$ cat src/rtl/ssc_reader.sv
// Scanned seven-segment display reader: synchronizes the anode/cathode lines, waits for them
// to settle, decodes each digit's glyph and publishes an 8-digit snapshot per complete frame.
module ssc_reader #(
  parameter int unsigned SETTLE_CYCLES = 4
) (
  input  logic        clk_in,
  input  logic        rst_in,
  input  logic [6:0]  cat_in,
  input  logic [7:0]  an_in,
  input  logic        err_clr_in,
  output logic [31:0] digits_out,
  output logic [7:0]  blank_out,
  output logic [7:0]  invalid_out,
  output logic        frame_valid_out,
  output logic        error_out
);

  localparam int unsigned CntW = (SETTLE_CYCLES < 2) ? 1 : $clog2(SETTLE_CYCLES + 1);
  localparam logic [CntW-1:0] CntMax    = CntW'(SETTLE_CYCLES);
  localparam logic [CntW-1:0] CntStrobe = CntW'(SETTLE_CYCLES - 1);

  logic [14:0]     sync1_q, sync2_q, prev_q;
  logic [CntW-1:0] cnt_q, cnt_d;
  logic [31:0]     digits_q, digits_d;
  logic [7:0]      blank_q, blank_d;
  logic [7:0]      invalid_q, invalid_d;
  logic [7:0]      seen_q, seen_d;
  logic            frame_q, frame_d;
  logic            err_q, err_d;

  logic            stable;
  logic            strobe;
  logic [7:0]      act;
  logic [6:0]      seg;
  logic            one_hot;
  logic            multi;
  logic            glyph_hit;
  logic [3:0]      glyph_val;

  // Inverse of the display controller's glyph table, segments in {g..a} order.
  always_comb begin
    glyph_hit = 1'b1;
    glyph_val = 4'h0;
    unique case (seg)
      7'h3F: glyph_val = 4'h0;
      7'h06: glyph_val = 4'h1;
      7'h5B: glyph_val = 4'h2;
      7'h4F: glyph_val = 4'h3;
      7'h66: glyph_val = 4'h4;
      7'h6D: glyph_val = 4'h5;
      7'h7D: glyph_val = 4'h6;
      7'h07: glyph_val = 4'h7;
      7'h7F: glyph_val = 4'h8;
      7'h6F: glyph_val = 4'h9;
      7'h77: glyph_val = 4'hA;
      7'h7C: glyph_val = 4'hB;
      7'h39: glyph_val = 4'hC;
      7'h5E: glyph_val = 4'hD;
      7'h79: glyph_val = 4'hE;
      7'h71: glyph_val = 4'hF;
      default: glyph_hit = 1'b0;
    endcase
  end

  assign stable  = (sync2_q == prev_q);
  // Saturation keeps the counter from revisiting the strobe value during a long dwell.
  assign strobe  = stable && (cnt_q == CntStrobe);
  assign act     = ~sync2_q[14:7];
  assign seg     = ~sync2_q[6:0];
  assign one_hot = (act != 8'h00) && ((act & (act - 8'd1)) == 8'h00);
  assign multi   = (act != 8'h00) && !one_hot;

  always_comb begin
    cnt_d = cnt_q;
    if (!stable) begin
      cnt_d = '0;
    end else if (cnt_q < CntMax) begin
      cnt_d = cnt_q + 1'b1;
    end
  end

  always_comb begin
    digits_d  = digits_q;
    blank_d   = blank_q;
    invalid_d = invalid_q;
    seen_d    = seen_q;
    frame_d   = 1'b0;
    err_d     = err_q;
    if (err_clr_in) begin
      err_d = 1'b0;
    end
    if (strobe && multi) begin
      err_d = 1'b1;
    end
    if (strobe && one_hot) begin
      for (int i = 0; i < 8; i++) begin
        if (act[i]) begin
          digits_d[4*i +: 4] = glyph_hit ? glyph_val : 4'h0;
          blank_d[i]         = (seg == 7'h00);
          invalid_d[i]       = !glyph_hit && (seg != 7'h00);
        end
      end
      if ((seen_q | act) == 8'hFF) begin
        frame_d = 1'b1;
        seen_d  = 8'h00;
      end else begin
        seen_d = seen_q | act;
      end
    end
  end

  always_ff @(posedge clk_in or negedge rst_in) begin
    if (!rst_in) begin
      sync1_q   <= '1;
      sync2_q   <= '1;
      prev_q    <= '1;
      cnt_q     <= '0;
      digits_q  <= '0;
      blank_q   <= '0;
      invalid_q <= '0;
      seen_q    <= '0;
      frame_q   <= 1'b0;
      err_q     <= 1'b0;
    end else begin
      sync1_q   <= {an_in, cat_in};
      sync2_q   <= sync1_q;
      prev_q    <= sync2_q;
      cnt_q     <= cnt_d;
      digits_q  <= digits_d;
      blank_q   <= blank_d;
      invalid_q <= invalid_d;
      seen_q    <= seen_d;
      frame_q   <= frame_d;
      err_q     <= err_d;
    end
  end

  assign digits_out      = digits_q;
  assign blank_out       = blank_q;
  assign invalid_out     = invalid_q;
  assign frame_valid_out = frame_q;
  assign error_out       = err_q;

endmodule

$ cat config.mk
export PLATFORM = sky130hd
export DESIGN_NAME = ssc_reader
export DESIGN_NICKNAME = d
export VERILOG_FILES = /design/src/rtl/ssc_reader.sv
export SDC_FILE = /design/constraint.sdc
export NUM_CORES = 1
export LEC_CHECK = 0
export CAP_MARGIN = 20
export CORE_ASPECT_RATIO = 0.75
export CORE_UTILIZATION = 48
export CTS_CLUSTER_SIZE = 25
export DETAILED_ROUTE_END_ITERATION = 6
export PLACE_DENSITY_LB_ADDON = 0.1
export REMOVE_ABC_BUFFERS = 1
export SETUP_SLACK_MARGIN = 0.4
export SLEW_MARGIN = 10
export SYNTH_ARGS = -nofsm -noshare
export SYNTH_HDL_FRONTEND = slang
export SYNTH_SLANG_ARGS = --single-unit
$ cat constraint.sdc
create_clock -name clk_in -period 2.5 [get_ports clk_in]
set_clock_uncertainty 0.05 [all_clocks]
set_input_delay 0.5 -clock clk_in [delete_from_list [all_inputs] [get_ports clk_in]]
set_output_delay 0.5 -clock clk_in [all_outputs]
set_load 0.02 [all_outputs]
==> run metrics <==
Pwr Density=607 nW/um^2; Most used DFF post-synth=dfrtp_1; GR Util All Layers=21.0%; Compound-Gate Fraction of Synth Area=under 10%; Via density=5.26; Die Width=approximately 110 microns; WL/cell=17.8 microns; post-route cell area=5870 sq um; Min Clock Period, post-route=2730 ps; Starting DRT DRC Count=a little over 100; post-route setup slack=-232 ps; CP max stage delay=560 ps; status=finished with violations; final setup fails=44; aggregate routed wire length=9130 microns; Top delay family on crit path=simple AND/OR/NAND/NOR gates; Worst Hold Class=input pin to asynchronous set/reset pin; post-detail-place hpwl=6140 microns; number of buffers created by CTS=9; CP Class=register to register; DRC Markers=1; PortBufs=67; clk root buf=clkbuf_16; RSZ-0062 raised after global routing=true; total clock sinks=106; final period utilization=109%; EDFF count, synth=0; adder-cell area share of the yosys netlist=less than 1%; row cnt=29; P_leak=2.61 nW; largest family of logic cells by synthesized area=multiplexers; Post-Syn Area=4340 sq um; Initial Util=50.4%; antenna violations before repair=0; synth-to-layout area growth=35.3%; WP depth=7; total die area=9420 sq um; I/O pin count=68; startpoint types=register; placed cell area=between 5000 and 6000 sq um; die height=approximately 84 microns; end-of-flow core utilization=about two thirds; crit end category=register; Seq/Total Area, Yosys=a little over three fifths; Yosys cell types=49; Cells after Synth=303; WP data required=around 2700 ps; xor and xnor area share after synthesis=3.84%; Max-slew headroom=62.1%; register bit total from synthesis=around 110; CTS clk-pin slew, worst paths=~70 ps; Mean Syn Cell Area=14.3 sq um; ys async rst share=between 90% and 100%; fin nets=421; Warnings, synthesis=0; VDD IR-drop max=roughly 440 uV; final RePlAce weighted congestion=0.900; clk_lat worst skew=340 ps; Max Cap Violations=0; Synth Area in Simple Gates=10.6%; H-tree level count=3; max-slew violations=0; failing checks=DRC, setup timing; Vias=2706; Buf/Inv on CP=1; worst slew pin tran=roughly 570 ps; largest net degree at the start of global routing=47; first-pass GRT wire length=between 10000 and 15000 microns; Reg2Reg Depth=7; CTS Buffer Depth=2; post-detailed-route count of antenna-violating nets=0; critical path, cell by cell=xor2_2, nor4_4, nand4_1, or3_4, or4_4, buf_8, mux2_4; post-synthesis mux area share=13.4%; TritonCTS clock tree=done; GRT Residual Overflow=0; fmax=366 MHz; router iterations before antenna repair=6; Fin Setup TNS=-5670 ps; Crit path arrival time=2910 ps; n_diodes=0; Max FO, Critical Path=7; total core area=8600 sq um; vias in the first global route=2794; share of layout cells above drive strength 1=41.4%; worst-path cell with the longest stage delay=dfstp_2; final-report hold violation count=0
[Yosys cell counts (all sizes together), types with 2 or more instances]
cell,count,area (sq um)
a211oi,2,15.0
a21oi,6,30.0
a221oi,2,17.5
a32oi,2,17.5
and3,2,12.5
buf,8,62.6
clkbuf,12,45.0
dfrtp,61,1530
dfstp,45,1180
ha,2,25.0
inv,12,45.0
mux2,48,563
mux2i,2,20.0
nand2,7,26.3
nand2b,2,12.5
nand3,9,45.0
nand4,3,18.8
nor2,10,37.5
nor2b,3,18.8
nor3,3,26.3
nor4,12,171
o2111ai,2,17.5
o21ai,2,10.0
o21ba,6,60.1
o22ai,2,12.5
or2,2,12.5
or3,3,18.8
xnor2,5,43.8
xor2,14,123
[kinds of logic after synthesis]
family	Yosys count
flops	106
simple gates	63
mux	50
buf+inv	32
compound gates	31
xor+xnor	19
fa+ha+maj	2
[cell usage in the layout (no fill, tap or decap), drive strengths merged, types with 3 or more instances in the layout]
cell,n
dfstp,45
nand2,7
nor3,3
or3,3
nand4,3
a21oi,6
clkdlybuf4s50,66
inv,12
xnor2,5
o21ba,6
nor2b,3
dfrtp,61
xor2,14
nor2,10
nor4,12
buf,41
mux2,48
clkbuf,13
nand3,9
[final cells by class]
cell class / instances / area, sq um
Timing Repair Buffer: 107 / 1020
Clock buffer: 13 / 272
Tap cell: 108 / 135
Inverter: 12 / 45.0
Multi-Input combinational cell: 165 / 1620
Clock inverter: 3 / 68.8
Sequential cell: 106 / 2710
Fill cell: 629 / 2730
[sequential cells by signal, indices dropped and copies added (netlist names)]
| name | cells |
|---|---|
| blank_out | 8 |
| cnt_q | 3 |
| digits_out | 32 |
| error_out | 1 |
| frame_valid_out | 1 |
| invalid_out | 8 |
| prev_q | 15 |
| seen_q | 8 |
| sync1_q | 15 |
| sync2_q | 15 |
[timing repair]
item | 4_1_cts | 5_1_grt
gates resized for setup | 10 | 30
hold buffers | 0 | 0
setup buffers | 3 | 1
pin swaps | 2 | 6
cloned | 0 | 1
endpoints found under the setup margin | 58 | 58
[metrics by stage]
step	cells	total power [W]	hold WS (ps)	worst slack, ps
floorplan	283	0.00191	154	-402
global placement	493	0.00203	295	-263
detailed placement	493	0.00203	297	-289
CTS	512	0.00360	118	-184
global route	514	0.00369	157	-329
finish	514	0.00356	118	-232
[routing by layer]
| metal | up-vias | wire [microns] | GRT usage [%] |
|---|---|---|---|
| met1 | 1362 | 4380 | 29.4 |
| met2 | 70 | 4050 | 30.9 |
| li1 | 1260 | - | - |
| met3 | 14 | 511 | 6.21 |
| met5 | - | 0 | 0 |
| met4 | 0 | 180 | 8.60 |
[power by group]
group          internal [W]  switching (W)
clock              0.000968       0.000581
sequential          0.00178      0.0000232
combinational     0.0000839       0.000123
total               0.00283       0.000727
[worst paths after layout]
check / slack [ps] / endpoint / start
min: 120 / digits_out[17]$_DFFE_PN0P_ / rst_in
max: -230 / digits_out[10]$_DFFE_PN0P_ / sync2_q[2]$_DFF_PN1_
max reg2reg: -230 / digits_out[10]$_DFFE_PN0P_ / sync2_q[2]$_DFF_PN1_
min in group clk_in: 300 / sync2_q[8]$_DFF_PN1_ / sync1_q[8]$_DFF_PN1_
min reg2reg: 300 / sync2_q[8]$_DFF_PN1_ / sync1_q[8]$_DFF_PN1_
max in group asynchronous: 1620 / sync1_q[5]$_DFF_PN1_ / rst_in
Note: power is estimated with default switching activity, not from simulation.
